$ cat src/rtl/instr_fetch_queue.sv
// Circular FIFO of {pc, instr} pairs between the fetch unit and decode.
// Optional macro FQ_BYPASS_EN: same-cycle push-to-decode forwarding when the queue is empty.
module instr_fetch_queue #(
   parameter int DEPTH = 4
) (
   input  logic                     clk,
   input  logic                     reset,
   input  logic                     push,
   input  logic [31:0]              push_pc,
   input  logic [31:0]              push_instr,
   output logic                     if_en,
   input  logic                     flush,
   input  logic                     pop,
   output logic                     d_valid,
   output logic [31:0]              d_pc,
   output logic [31:0]              d_instr,
   output logic [$clog2(DEPTH):0]   count
);

   localparam int AW = $clog2(DEPTH);
   localparam logic [AW:0] FULL_COUNT = (AW+1)'(DEPTH);

   logic [AW-1:0] rd_ptr;
   logic [AW-1:0] wr_ptr;
   logic [31:0]   pc_mem    [DEPTH];
   logic [31:0]   instr_mem [DEPTH];

   logic empty;
   logic push_ok;
   logic pop_ok;
   logic wr_en;

   assign empty = (count == '0);
   // Full flag comes from registered state only, so fetch sees no path from pop.
   assign if_en = (count < FULL_COUNT);

`ifdef FQ_BYPASS_EN
   logic bypass_hit;
   logic bypass_take;

   // Gated by reset so d_valid stays low while reset is asserted.
   assign bypass_hit  = empty & push & ~flush & reset;
   assign bypass_take = bypass_hit & pop;
`endif

   // NOTE: every output of this block gets a default first, so no latch is inferred.
   always_comb begin
      push_ok = push & if_en & ~flush;
      pop_ok  = pop & ~empty & ~flush;
      wr_en   = push_ok;
      d_valid = ~empty;
      d_pc    = '0;
      d_instr = '0;
`ifdef FQ_BYPASS_EN
      // A bypassed entry consumed in the same cycle is never stored.
      wr_en   = push_ok & ~bypass_take;
      d_valid = ~flush & (~empty | bypass_hit);
      if (d_valid) begin
         d_pc    = empty ? push_pc    : pc_mem[rd_ptr];
         d_instr = empty ? push_instr : instr_mem[rd_ptr];
      end
`else
      if (d_valid) begin
         d_pc    = pc_mem[rd_ptr];
         d_instr = instr_mem[rd_ptr];
      end
`endif
   end

   // NOTE: sequential state uses non-blocking assignments only.
   always_ff @(posedge clk or negedge reset) begin
      if (!reset) begin
         rd_ptr <= '0;
         wr_ptr <= '0;
         count  <= '0;
      end else if (flush) begin
         rd_ptr <= '0;
         wr_ptr <= '0;
         count  <= '0;
      end else begin
         if (wr_en)
            wr_ptr <= wr_ptr + 1'b1;
         if (pop_ok)
            rd_ptr <= rd_ptr + 1'b1;
         case ({wr_en, pop_ok})
            2'b10:   count <= count + 1'b1;
            2'b01:   count <= count - 1'b1;
            default: count <= count;
         endcase
      end
   end

   // NOTE: storage has no reset; count gates every read, so stale contents are never visible.
   always_ff @(posedge clk) begin
      if (wr_en) begin
         pc_mem[wr_ptr]    <= push_pc;
         instr_mem[wr_ptr] <= push_instr;
      end
   end

endmodule

$ cat config.mk
export PLATFORM = sky130hd
export DESIGN_NAME = instr_fetch_queue
export DESIGN_NICKNAME = d
export VERILOG_FILES = /design/src/rtl/instr_fetch_queue.sv
export SDC_FILE = /design/constraint.sdc
export NUM_CORES = 1
export LEC_CHECK = 0
export BUFFER_PORTS_ARGS = -buffer_cell sky130_fd_sc_hd__buf_4
export CAP_MARGIN = 20
export CORE_MARGIN = 2
export CORE_UTILIZATION = 40
export CTS_CLUSTER_SIZE = 28
export DETAILED_ROUTE_END_ITERATION = 10
export MAX_ROUTING_LAYER = met4
export RECOVER_POWER = 25
export SYNTH_ARGS = -nofsm -noshare
export SYNTH_HDL_FRONTEND = slang
export SYNTH_SLANG_ARGS = --single-unit
$ cat constraint.sdc
create_clock -name clk -period 2.59 [get_ports clk]
set_input_delay 0.259 -clock clk [delete_from_list [all_inputs] [get_ports clk]]
set_output_delay 0.259 -clock clk [all_outputs]
set_load 0.02 [all_outputs]
After elaboration in Yosys (flattened, before gate mapping). Memory sizes are Yosys's and may differ from the RTL's. Index checks and enable logic that the tools add are counted.

Memory bits (writable): 256. Input bits: 69. Output and inout port bits: 69. Word-level logic and storage cells: 32. Memories: 2. Bits in registers: 7.

Memory list: instr_mem (words 4, bits a word 32, rd ports 1, clocked after Yosys merged registers in 0, write ports 1, line 26) `logic [31:0] instr_mem [DEPTH];`; pc_mem (words 4, bits a word 32, rd ports 1, clocked after Yosys merged registers in 0, write ports 1, line 25) `logic [31:0] pc_mem [DEPTH];`.

Bitwise logic cells: 6. Equality and inequality tests: 2. $lt $le $gt $ge: 1. Mux-type cells: 10. Reduce and logical (&&, ||, !) cells: 4. $add $sub $neg: 4.

Operators by type and width (count): 32-bit 2-to-1 mux (2); 2-bit 2-to-1 mux (4); 3-bit case mux with 2 select lines (1); 2-bit by 1-bit adder with 2-bit output, second input constant (2); 1-bit bitwise AND (4); 2-bit nonzero test (2); 3-bit by 1-bit adder with 3-bit output, second input constant (1); 3-bit zero test (1); 3-bit less-than comparator, second input constant (1); 3-bit 2-to-1 mux (1); 3-bit nonzero test (1); 3-bit by 1-bit subtractor with 3-bit output, second input constant (1); 2-bit by 1-bit == test with 1-bit output, second input constant (1); 2-bit == test, second input constant (1); 1-bit 2-to-1 mux (2); 1-bit NOT (2).

Logic depth before layout (Yosys ltp).
Word-level depth: 7. Mapped depth: 6. Gate-level depth less buffers: 6.

Worst setup path before layout. Ideal clock, no wire load.

Path type: flip-flop to flip-flop. Start: register count[2]. End: memory instr_mem[0][0] (enable). Buffers on the path: 0. Clock period less this slack: 2.836 ns. Slack: -0.246 ns. Library setup time: 0.429 ns. Cell stages (with the launch flop): 4. Arrival time: 2.407 ns. Path through: dfrtp_1 -> nand2b_1 -> nor2_1 -> and2_1.

Longest elaborated chain between the ends: 5.

RTL lines: start: declaration (line 17) `output logic [$clog2(DEPTH):0] count`; start signal: assignment (line 86) `2'b10: count <= count + 1'b1;`; start signal: assignment (line 87) `2'b01: count <= count - 1'b1;`; start signal: assignment (line 88) `default: count <= count;`; 3-bit less-than comparator (line 35) `assign if_en = (count < FULL_COUNT);`; 1-bit bitwise AND (2 in series) (line 48) `push_ok = push & if_en & ~flush;`; 1-bit 2-to-1 mux (line 95) `if (wr_en) begin`; 1-bit 2-to-1 mux (not written as such) (line 97) `instr_mem[wr_ptr] <= push_instr;`; end: declaration (line 26).

No other way between the ends.

Final worst setup path.
Start: register rd_ptr[0]. End: output port d_instr[1].

Longest elaborated chain between the ends: 2.

RTL lines: start: declaration (line 23) `logic [AW-1:0] rd_ptr;`; start signal: assignment (line 84) `rd_ptr <= rd_ptr + 1'b1;`; memory read 4 x 32 bit; 32-bit 2-to-1 mux (line 63) `if (d_valid) begin`; end: declaration (line 16) `output logic [31:0] d_instr,`.

No other way between the ends.

==> parameters.txt <==
Parameter                              Value

Yosys
  Part of the Yosys area used for sequential elements    0.774
  Proportion of synthesized area in mux cells    0.144
  Post-Synth Simple-Gate Area    0.0522
  Number of enable-type register cells in the synthesized netlist    between 200 and 300
  Adder-cell area share of the yosys netlist    0.00690
  Cell area after synthesis    roughly 0.01 mm^2
  Synth Area in Compound Gates    0.00406
  Asr flop ratio synth    0.0266
  XOR/XNOR share of the synthesized area    0.00431
  Post-synth top area share    0.757
  Cell type with the largest total area after synthesis    sky130_fd_sc_hd__edfxtp_1
  Dominant register cell in the synthesized netlist    sky130_fd_sc_hd__edfxtp_1
  Net count of the mapped netlist    536
  Gate Count Post-Synth    462
  Combinational family with the most area after synthesis    multiplexers
  Avg Synthesized Cell Area    22.0 um^2
  Number of register bits inferred by synthesis    roughly 260
  Cell types with the largest area share after synthesis    sky130_fd_sc_hd__edfxtp_1 76%, sky130_fd_sc_hd__mux4_2 14%, sky130_fd_sc_hd__and2_1 4.2%
  Count of cell types in the netlist    26
  Yosys synthesis warning count    0

Timing
  Max-Slew Margin vs Limit    0.657
  Count of final max-slew check failures    0
  Count of final setup violators    0
  Peak Freq    406 MHz
  Post-route worst hold slack    91.4 ps
  Min Clock Period, post-route    roughly 2500 ps
  RSZ-0062 raised after global routing    no
  Worst-margin pin slew    515 ps
  Final worst-path cycle share    0.950
  Setup TNS Final    0 ps
  Setup skew after layout    about 6.3 ps
  Final number of hold-violating endpoints    0

Power
  Switching power total    0.00228 W
  Pwr dens    767 mW/mm^2
  Share of power burned in registers    0.482
  Worst vdd rail ir drop    0.533 mV
  Cell-internal power    0.00781 W
  Clock group share of total power    0.383
  Static leakage power    4.44 nW
  Switching fraction of total power    0.226
  Share of power burned in combinational logic    0.136

Detailed routing
  Vias/cell    5.01
  Routed length per instance    19.7 um
  Detailed-routing iteration count for the pre-antenna-repair pass    4
  1st-iter DRT viols    273
  Final wirelength    20.5 mm
  Number of design rule violations left after detail routing    0
  DR vias    5,197
  Post-DRT Antenna Nets    0

Cells and area
  Area growth from synthesis to final layout    29.4%
  Commonest non-fill, non-tap cell in the layout    sky130_fd_sc_hd__edfxtp_1
  Final nets    761
  Most frequent cells in the layout    256 x sky130_fd_sc_hd__edfxtp_1, 103 x sky130_fd_sc_hd__buf_4, 66 x sky130_fd_sc_hd__dlygate4sd3_1, 64 x sky130_fd_sc_hd__mux4_2, 64 x sky130_fd_sc_hd__and2_1
  Fraction of layout cells with a size suffix above 1    0.320

Setup path
  Category of the worst setup path capture point    output port
  Arrival time at the worst endpoint    2200 ps
  Launching element type of the critical path    flip-flop
  Critical path required time    roughly 2300 ps
  Crit Path Max Fanout    37
  Reg2reg setup slack    250 ps
  Critical path class    flip-flop to output port

Placed design
  GP Congestion    between 0.7 and 0.8
  Detailed placer's ending HPWL    12.1 mm
  I/O Buffers    between 100 and 150

Floorplanning
  Die width    163 um
  Boundary pin count    138
  Initial standard-cell utilization of the core    0.406
  Floorplan Core Area    roughly 0.025 mm^2
  Site row count    58
  Die Area    0.0267 mm^2
  Die Y    163 um

Global route
  Initial antenna violation count    0
  All-Layer GR Usage    0.161
  Global-route wire length before repair    around 32 mm
  Largest net degree at the start of global routing    67
  Number of global-route vias before repair    5,735
  Gr ovfl total    0

Min path
  Class of the tightest hold or removal check    primary input to flip-flop

Clock network
  CTS root buffer    sky130_fd_sc_hd__clkbuf_16
  Skew-Pair Late Insertion Delay    520 ps
  CTS sink cnt    263
  Number of buffers between clock root and the deepest sink    3
  H-tree level count    1
  Worst-path clk slew    roughly 60 ps
  CTS Buf Count    28
  Clock tree from TritonCTS    built

Run status
  Status    finished, final reports clean

Job
  Number of max-cap violations    0
## logic make-up after synthesis
kind of cell	count (synthesis)
compound gates	7
xor+xnor	5
buf+inv	27
simple gates	89
mux	66
fa+ha+maj	5
flops	263
## cells in the mapped netlist, types with 3 or more instances
| cell type | number |
|---|---|
| sky130_fd_sc_hd__and2_1 | 68 |
| sky130_fd_sc_hd__buf_2 | 9 |
| sky130_fd_sc_hd__buf_6 | 5 |
| sky130_fd_sc_hd__clkbuf_1 | 9 |
| sky130_fd_sc_hd__dfrtp_1 | 7 |
| sky130_fd_sc_hd__edfxtp_1 | 256 |
| sky130_fd_sc_hd__ha_1 | 4 |
| sky130_fd_sc_hd__inv_1 | 4 |
| sky130_fd_sc_hd__mux4_2 | 64 |
| sky130_fd_sc_hd__nand2_1 | 6 |
| sky130_fd_sc_hd__nand3_1 | 3 |
| sky130_fd_sc_hd__nor2_1 | 5 |
| sky130_fd_sc_hd__o21ai_0 | 3 |
| sky130_fd_sc_hd__xor2_1 | 3 |
## metrics by stage
step	worst slack, ps	std cells	total power, W	utilization	instance area [um^2]
final	130	1038	0.0101	0.525	13200
after global routing	1.32	1037	0.0105	0.525	13100
after global placement	383	921	0.00626	0.468	11700
after CTS	12.0	1037	0.0103	0.531	13300
after detailed placement	288	921	0.00629	0.468	11700
after floorplan	351	462	0.00572	-	10200
## path summary, 6_finish.rpt
| kind | startpoint | endpoint | depth (start not counted) |
|---|---|---|---|
| worst max-delay path | rd_ptr[0] | d_instr[1] | 4 |
| worst min-delay path | push | count[2] | 3 |
| worst max register to register | count[2] | count[2] | 6 |
| worst min register to register | wr_ptr[1] | wr_ptr[1] | 2 |
| max in group asynchronous | reset | rd_ptr[1] | 2 |
| min in group asynchronous | reset | count[0] | 2 |
## timing repair
action                     CTS  global route
hold endpoints to repair   270             0
resized for setup            0             1
hold buffers                66             0
setup buffers                0             0
setup endpoints to repair    0            64
## final cells by class
type | count | area, um^2
clock inverter | 17 | 165
sequential | 263 | 7870
multi-input combinational | 172 | 2160
antenna | 1 | 2.50
tap | 330 | 413
inverter | 4 | 15.0
clock buffer | 33 | 741
fill | 2048 | 11900
timing repair buffer | 218 | 1790
## flip-flops by register name (all words and copies together), names as in the netlist
register / count
rd_ptr: 2
instr_mem: 128
wr_ptr: 2
count: 3
pc_mem: 128
## power by group through the flow
| stage | clock network, W | registers [W] | logic, W |
|---|---|---|---|
| 2_1_floorplan | 0 | 0.00494 | 0.000780 |
| 3_3_place_gp | 0 | 0.00494 | 0.00132 |
| 5_1_grt | 0.00414 | 0.00487 | 0.00148 |
| 6_report | 0.00386 | 0.00486 | 0.00137 |
| 3_5_place_dp | 0 | 0.00495 | 0.00133 |
| 4_1_cts | 0.00397 | 0.00486 | 0.00142 |
## critical path: stages (launching register included)
cell	delay, ps
sky130_fd_sc_hd__dfrtp_4	440
sky130_fd_sc_hd__buf_12	310
sky130_fd_sc_hd__mux4_2	550
sky130_fd_sc_hd__and2_1	200
sky130_fd_sc_hd__buf_4	160
## routing by layer
| layer | global-route usage | wire (um) | share of wire |
|---|---|---|---|
| met5 | - | 0 | 0 |
| met4 | 0.0370 | 327 | 0.016 |
| met3 | 0.0328 | 1220 | 0.060 |
| met2 | 0.266 | 10200 | 0.50 |
| met1 | 0.207 | 8680 | 0.42 |
No activity file was read; power rests on OpenSTA's default activity.
